===== src/rtl/arm_pkg.sv =====
// -----------------------------------------------------------------------------
// arm_pkg
// Shared definitions for the pipeline memory arbiter slice:
//   WORD_W       - data/address word width
//   TIMEOUT_DATA - read data returned when the watchdog abandons a transaction
//   arb_state_t  - arbiter FSM states
// -----------------------------------------------------------------------------
package arm_pkg;

   localparam int unsigned WORD_W = 32;

   localparam logic [WORD_W-1:0] TIMEOUT_DATA = 32'hDEADBEEF;

   typedef enum logic [1:0] {
      IDLE,
      FETCH,
      DATA,
      RESP
   } arb_state_t;

endpackage


===== src/rtl/mem_arb_watchdog.sv =====
// -----------------------------------------------------------------------------
// mem_arb_watchdog
// Counts cycles while count_en is high and flags expiry in the cycle that
// completes TIMEOUT_CYCLES consecutive counted cycles.
// Ports:
//   clk      - clock, rising edge
//   rst_n    - asynchronous active-low reset
//   count_en - count this cycle (memory transaction outstanding)
//   clear    - synchronous clear, has priority over counting
//   expired  - high during the TIMEOUT_CYCLES-th counted cycle
// -----------------------------------------------------------------------------
module mem_arb_watchdog #(
   parameter int unsigned TIMEOUT_CYCLES = 255
) (
   input  logic clk,
   input  logic rst_n,
   input  logic count_en,
   input  logic clear,
   output logic expired
);

   localparam logic [7:0] LIMIT = 8'(TIMEOUT_CYCLES - 1);

   logic [7:0] count;

   // Combinational so the FSM can leave on the same edge that ends the
   // final allowed cycle.
   assign expired = count_en && (count == LIMIT);

   always_ff @(posedge clk or negedge rst_n) begin
      if (!rst_n) begin
         count <= '0;
      end else if (clear) begin
         count <= '0;
      end else if (count_en && !expired) begin
         count <= count + 8'd1;
      end
   end

endmodule


===== src/rtl/pipeline_mem_arbiter.sv =====
// -----------------------------------------------------------------------------
// pipeline_mem_arbiter
// Shares one memory port between instruction fetch and memory-stage data
// accesses. Data wins by default; a waiting fetch is forced through after
// FETCH_STARVE_MAX consecutive data grants.
// Optional watchdog: define MEM_ARB_TIMEOUT_EN to abandon a transaction after
// TIMEOUT_CYCLES cycles without MemAck (returns 32'hDEADBEEF, sets sticky
// ErrTimeout). Without the macro ErrTimeout is tied low.
// Ports:
//   CLK, RST                     - clock, async active-low reset
//   IReqF, IAddrF                - fetch request / address
//   IRdataF, IReadyF             - fetched word / one-cycle done pulse
//   DReqM, DWeM, DAddrM, DWdataM - data request, write enable, addr, wdata
//   DRdataM, DReadyM             - load data / one-cycle done pulse
//   MemReq, MemWe, MemAddr, MemWdata, MemRdata, MemAck - memory port
//   ErrTimeout                   - sticky watchdog error
// -----------------------------------------------------------------------------
module pipeline_mem_arbiter
   import arm_pkg::*;
#(
   parameter int unsigned FETCH_STARVE_MAX = 4,
   parameter int unsigned TIMEOUT_CYCLES   = 255
) (
   input  logic              CLK,
   input  logic              RST,
   input  logic              IReqF,
   input  logic [WORD_W-1:0] IAddrF,
   output logic [WORD_W-1:0] IRdataF,
   output logic              IReadyF,
   input  logic              DReqM,
   input  logic              DWeM,
   input  logic [WORD_W-1:0] DAddrM,
   input  logic [WORD_W-1:0] DWdataM,
   output logic [WORD_W-1:0] DRdataM,
   output logic              DReadyM,
   output logic              MemReq,
   output logic              MemWe,
   output logic [WORD_W-1:0] MemAddr,
   output logic [WORD_W-1:0] MemWdata,
   input  logic [WORD_W-1:0] MemRdata,
   input  logic              MemAck,
   output logic              ErrTimeout
);

   localparam int unsigned STARVE_W =
      (FETCH_STARVE_MAX < 1) ? 1 : $clog2(FETCH_STARVE_MAX + 1);
   localparam logic [STARVE_W-1:0] STARVE_LIM = STARVE_W'(FETCH_STARVE_MAX);

   if (TIMEOUT_CYCLES < 1 || TIMEOUT_CYCLES > 255) begin : g_bad_timeout
      $error("pipeline_mem_arbiter: TIMEOUT_CYCLES must be 1..255");
   end

   arb_state_t          state;
   arb_state_t          state_nxt;
   logic [STARVE_W-1:0] starve;
   logic                grant_fetch;
   logic                grant_data;
   logic                mem_busy;
   logic                txn_done;
   logic                resp_fetch;
   logic                wd_expired;
   logic [WORD_W-1:0]   resp_data;

   assign mem_busy = (state == FETCH) || (state == DATA);
   // MemAck wins over a simultaneous watchdog expiry.
   assign txn_done  = mem_busy && (MemAck || wd_expired);
   assign resp_data = MemAck ? MemRdata : TIMEOUT_DATA;

   assign MemReq  = mem_busy;
   assign IReadyF = (state == RESP) && resp_fetch;
   assign DReadyM = (state == RESP) && !resp_fetch;

`ifdef MEM_ARB_TIMEOUT_EN
   logic err_q;

   mem_arb_watchdog #(
      .TIMEOUT_CYCLES(TIMEOUT_CYCLES)
   ) u_watchdog (
      .clk     (CLK),
      .rst_n   (RST),
      .count_en(mem_busy),
      .clear   (!mem_busy),
      .expired (wd_expired)
   );

   always_ff @(posedge CLK or negedge RST) begin
      if (!RST) begin
         err_q <= 1'b0;
      end else if (mem_busy && wd_expired && !MemAck) begin
         err_q <= 1'b1;
      end
   end

   assign ErrTimeout = err_q;
`else
   assign wd_expired = 1'b0;
   assign ErrTimeout = 1'b0;
`endif

   always_comb begin
      state_nxt   = state;
      grant_fetch = 1'b0;
      grant_data  = 1'b0;
      unique case (state)
         IDLE: begin
            // Data has priority unless the waiting fetch has been starved.
            if (DReqM && !(IReqF && (starve == STARVE_LIM))) begin
               grant_data = 1'b1;
               state_nxt  = DATA;
            end else if (IReqF) begin
               grant_fetch = 1'b1;
               state_nxt   = FETCH;
            end
         end
         FETCH, DATA: begin
            if (txn_done) begin
               state_nxt = RESP;
            end
         end
         RESP: begin
            state_nxt = IDLE;
         end
         default: begin
            state_nxt = IDLE;
         end
      endcase
   end

   always_ff @(posedge CLK or negedge RST) begin
      if (!RST) begin
         state      <= IDLE;
         starve     <= '0;
         resp_fetch <= 1'b0;
         MemWe      <= 1'b0;
         MemAddr    <= '0;
         MemWdata   <= '0;
         IRdataF    <= '0;
         DRdataM    <= '0;
      end else begin
         state <= state_nxt;

         if (grant_data) begin
            MemAddr  <= DAddrM;
            MemWe    <= DWeM;
            MemWdata <= DWdataM;
            if (IReqF && (starve != STARVE_LIM)) begin
               starve <= starve + 1'b1;
            end
         end

         if (grant_fetch) begin
            MemAddr  <= IAddrF;
            MemWe    <= 1'b0;
            MemWdata <= '0;
            starve   <= '0;
         end

         if (txn_done) begin
            resp_fetch <= (state == FETCH);
            if (state == FETCH) begin
               IRdataF <= resp_data;
            end else if (!MemWe) begin
               DRdataM <= resp_data;
            end
         end
      end
   end

endmodule


===== config.mk =====
export PLATFORM = sky130hd
export DESIGN_NAME = pipeline_mem_arbiter
export DESIGN_NICKNAME = d
export VERILOG_FILES = /design/src/rtl/arm_pkg.sv /design/src/rtl/mem_arb_watchdog.sv /design/src/rtl/pipeline_mem_arbiter.sv
export SDC_FILE = /design/constraint.sdc
export NUM_CORES = 1
export LEC_CHECK = 0
export BUFFER_PORTS_ARGS = -buffer_cell sky130_fd_sc_hd__buf_2
export CAP_MARGIN = 10
export CORE_ASPECT_RATIO = 0.8
export CORE_MARGIN = 2
export CORE_UTILIZATION = 40
export DETAILED_ROUTE_END_ITERATION = 8
export PLACE_DENSITY = 0.76
export REMOVE_ABC_BUFFERS = 1
export SYNTH_ARGS = -nofsm -noshare
export SYNTH_HDL_FRONTEND = slang
export SYNTH_SLANG_ARGS = --single-unit

===== constraint.sdc =====
create_clock -name CLK -period 1.6 [get_ports CLK]
set_input_delay 0.24 -clock CLK [delete_from_list [all_inputs] [get_ports CLK]]
set_output_delay 0.24 -clock CLK [all_outputs]
set_load 0.005 [all_outputs]

# Yosys cells after proc, flatten, opt, wreduce, memory -nomap -nowiden
# Index checks and enable logic that the tools add are counted.
word_totals:
  regBits: 135
  input_bits: 134
  output_inout_bits: 133
classes:
  add_sub_neg: 1
  n_eq_ne: 7
  muxes: 19
  bitwise: 2
  reduce_logical: 17
ops:
  columns: ["op", "n"]
  rows:
  - ["32-bit 2-to-1 mux", 5]
  - ["3-bit 2-to-1 mux", 3]
  - ["1-bit 2-to-1 mux", 7]
  - ["1-bit logical AND", 6]
  - ["2-bit 2-to-1 mux", 3]
  - ["3-bit != test (second input constant)", 2]
  - ["2-bit case mux with 3 select lines", 1]
  - ["2-bit AND reduction", 3]
  - ["2-bit == test (second input constant)", 2]
  - ["2-bit nonzero test", 2]
  - ["3-bit by 1-bit adder with 3-bit output (second input constant)", 1]
  - ["3-bit == test (second input constant)", 1]
  - ["3-bit AND reduction", 1]
  - ["2-bit by 1-bit == test with 1-bit output (second input constant)", 1]
  - ["1-bit zero test", 2]
  - ["2-bit zero test", 1]
  - ["2-bit != test (second input constant)", 1]
  - ["1-bit inverter", 2]
  - ["2-bit OR reduction", 1]
  - ["1-bit logical OR", 1]

# Logic depth before layout (Yosys ltp)
logic_depth:
  word_depth: 8
  mapped_depth: 8
  depth_no_buf: 6

# Worst setup path before layout
# No wires, ideal clock.
synth_path:
  path_kind: "reg-to-reg"
  from: "register state[1]"
  to: "register DRdataM[0]"
  setup_ps: 128
  arrival_time_ps: 1645
  required_ps: 1472
  path_slack_ps: -172
  stages_incl_launch_ff: 7
  n_path_buf: 1
  period_less_slack_ps: 1772
  cell_sequence: "dfrtp_1 > inv_1 > ha_1 > nand2_1 > nor3_2 > buf_4 > mux2_1"
synth_via:
  elab_chain_len: 4
  word_cells_on_any_way: 6
  classes_between: "eq/ne (2); bitwise (1); reduce/logical (3)"
synth_lines:
  columns: ["item", "line", "text"]
  rows:
  - ["start: declaration", "pipeline_mem_arbiter.sv:53", "arb_state_t state;"]
  - ["start signal: assignment", "pipeline_mem_arbiter.sv:140", "state <= state_nxt;"]
  - ["2-bit by 1-bit == test with 1-bit output / 2-bit == test (equally long branches)", "pipeline_mem_arbiter.sv:64", "assign mem_busy = (state == FETCH) || (state == DATA);"]
  - ["1-bit logical OR *", "pipeline_mem_arbiter.sv:64", null]
  - ["via MemReq", "pipeline_mem_arbiter.sv:36", "output logic MemReq,"]
  - ["1-bit logical AND *", "pipeline_mem_arbiter.sv:66", "assign txn_done = mem_busy && (MemAck || wd_expired);"]
  - ["3-bit AND reduction (no line) *", null, null]
  - ["end signal: assignment", "pipeline_mem_arbiter.sv:163", "DRdataM <= resp_data;"]
  - ["end: declaration", "pipeline_mem_arbiter.sv:34", "output logic [WORD_W-1:0] DRdataM,"]
# The timed path passes the listed nets; every way through them passes the cells marked *.
# A chain may end at the register's enable or synchronous reset.

# Worst setup path in the final report
layout_path:
  from: "register state[0]"
  to: "register DRdataM[30]"
layout_via:
  elab_chain_len: 4
  word_cells_on_any_way: 6
  classes_between: "eq/ne (2); bitwise (1); reduce/logical (3)"
layout_lines:
  columns: ["item", "line"]
  rows:
  - ["2-bit by 1-bit == test with 1-bit output / 2-bit == test (equally long branches)", "pipeline_mem_arbiter.sv:64, pipeline_mem_arbiter.sv:160"]
  - ["1-bit logical OR", "pipeline_mem_arbiter.sv:64"]
  - ["1-bit logical AND", "pipeline_mem_arbiter.sv:66"]
  - ["3-bit AND reduction (no line) *", null]
# Every way passes the cells marked *; elsewhere a longest branch is shown, timed or not.

==> results.toml <==
[timing]
setup_slack_ps = -127
finalHoldViolCount = 0
max_freq_ghz = 0.579
fin_skew_ps = 9.88
fin_hold_ws_ps = 38.5
fin_crit_sh_pct = 108
slew_viol_final = 0
setup_viol_count_final = 50
rsz0062_at_grt = "true"
fin_crit_ps = 1730
timing.setup.tns_ps = -4110

[global_routing]
gr-total-overflow = 0
grt_max_degree = 73
grt_pass1_wl_um = 23100
grt_util_all_layers_pct = 20.4
grt_pass1_vias = 4533
antenna_found_initial = 0

[clock_network]
cts_inserted_buffers = 17
root_buffer = "clkbuf_16"
clk_latency_ps = 410
htreeDepth = 4
clk_pin_slew_ps = 60
cts_tree = "done"
cts.sinks = 135
clockBufferDepth = 2

[yosys]
ys_seq_area_share_pct = 61.2
netlist_area_um2 = 5520
synth_top_area_cell = "dfrtp_1"
synth-xor-area-share_pct = 0
synth_mux_area_share_pct = 18.9
synth_compound_area_share_pct = 10.5
yosys-top-cells-count = "135 x dfrtp_1, 40 x nand2_1, 34 x a22o_1"
async_flop_share_pct = 100
synth_seq_cells = 135
synth-edff-count = 0
synthTopCellsByArea = "dfrtp_1 61%, mux2_1 6.5%, mux2_2 6.5%"
yosys_warnings = 0
synthAdderAreaFrac_pct = 1.13
synthCells = 397
synth_top_family_by_area = "multiplexers"
synth_ff_type = "dfrtp_1"
ys_types = 33
synth_most_common_cell = "dfrtp_1"
synth_top_area_share_pct = 61.2
avgSynthCellArea_um2 = 13.9
synthSimpleGateAreaFrac_pct = 3.99

[finish]
final_cell_area_um2 = 8510
fin_util_pct = 63.0
nNetsFinal = 844
antennaDiodeCount = 0
layoutNonFillerInstCount = 898
area_growth_pct = 54.2
final_layout_size_suffix_gt1_share_pct = 62.8

[worst_setup_path]
worstSetupPathType = "reg2reg"
crit_arrival_ps = 2010
worstRegToRegCells = 7
startpoint_type = "flip-flop"
worstPathMaxFanout = 8
cp_data_required_time_ps = 1890
end_kind = "flip-flop"

[floorplan]
start_util_pct = 40.9
pin_count = 267
die_h_um = 109
core-area_um2 = 13500
die_w_um = 135
fp-row-count = 38
die_area_um2 = 14800

[run_status]
status = "finished, violations left"
violations = "setup timing"

[placed_design]
dp.final_hpwl_um = 9990
post_dp_cell_area_um2 = 7120
pre_cts_ws_ps = -163
port_buffers = 265
routabilityCongestion = 0.759
placed_cells = 836

[drt]
avgRoutedWirePerCell_um = 17.8
drtAntennaViolNets = 0
drt_iter0_markers = 188
finalWirelength_um = 15900
viasPerCell = 4.94
drcViolationCount = 0
vias = 4440
dr.pass1.iters = 4

[worst_hold_path]
hp-class = "in2reg"
hold_depth = 2

[power_and_ir_drop]
ir_drop_mv = 1.01
total_power_mw = 17.4
power.leakage_nw = 4.30
p_per_area_nw_per_um2 = 2050

[run]
maxCapViolCount = 0
==> where the power goes <==
group	switching, mW	internal, mW	total, mW
clock	1.44	2.22	3.66
sequential	0.922	5.06	5.98
combinational	3.28	4.52	7.80
==> sequential cells by signal (all words and copies together) (netlist names) <==
name / flops
MemWe: 1
DRdataM: 32
resp_fetch: 1
MemWdata: 32
MemAddr: 32
IRdataF: 32
starve: 3
state: 2
==> critical path, cell delays in order, from the launching register on <==
cell and delay [ps]:
dfrtp_1 350, inv_2 60, ha_4 290, nand2_4 60, nor3_4 210, buf_6 150
clkbuf_16 170, mux2_4 300
==> final cells by class <==
class / instances / area [µm²]
fillers: 1031 / 4990
flip-flops and latches: 135 / 3380
multi-input cells: 230 / 2220
repair buffers: 315 / 2110
clock buffers: 21 / 460
well taps: 180 / 225
clock inverters: 11 / 98.8
inverters: 6 / 22.5
==> worst paths after layout <==
check,start,end,slack (ps)
max,state[0],DRdataM[30],-130
min,DWdataM[25],MemWdata[25],40
min reg2reg,MemAddr[6],MemAddr[6],470
max in group asynchronous,RST,IRdataF[0],710
min in group asynchronous,RST,MemWdata[2],290
max reg2reg,state[0],DRdataM[30],-130
==> layout by cell type (no fill, tap or decap), types with 2 or more instances in the layout <==
cell type and instances:
buf_2 263, buf_6 10, mux2i_1 14, clkbuf_16 22
nand3_1 2, buf_12 10, nand2_1 37, o21ai_2 11
mux2_4 32, o22ai_1 2, buf_16 7, inv_1 4
mux2_2 32, inv_6 2, o21ai_1 22, clkinvlp_4 3
clkbuf_1 2, a22o_1 34, ha_4 3, nor2_1 2
clkinv_2 4, mux2i_2 15, mux2i_4 3, clkbuf_8 2
dfrtp_1 135, nand2_4 3, buf_4 18, inv_2 2
==> what timing repair did <==
item	CTS	global route
buffers inserted	10	12
gates resized for setup	31	67
gates cloned	8	5
hold buffers	1	0
setup endpoints to repair	137	135
pin swaps	3	7
endpoints found under the hold margin	27	0
==> layer usage <==
layer  vias to the layer above  GRT usage, %  share of wire [%]
met5                         -             0                  0
met4                         0          7.59                1.4
met3                        21          6.18                7.6
met2                       218          36.1                 51
met1                      2164          23.6                 40
li1                       2037             -                  -
==> logic make-up (layout without fill, tap and decap cells) <==
kind of cell	after synthesis	after routing
compound gates	77	77
fa+ha+maj	5	5
buf+inv	32	353
flops	135	135
mux	96	96
other cells	1	1
simple gates	51	51
Note: power is estimated with default switching activity, not from simulation.
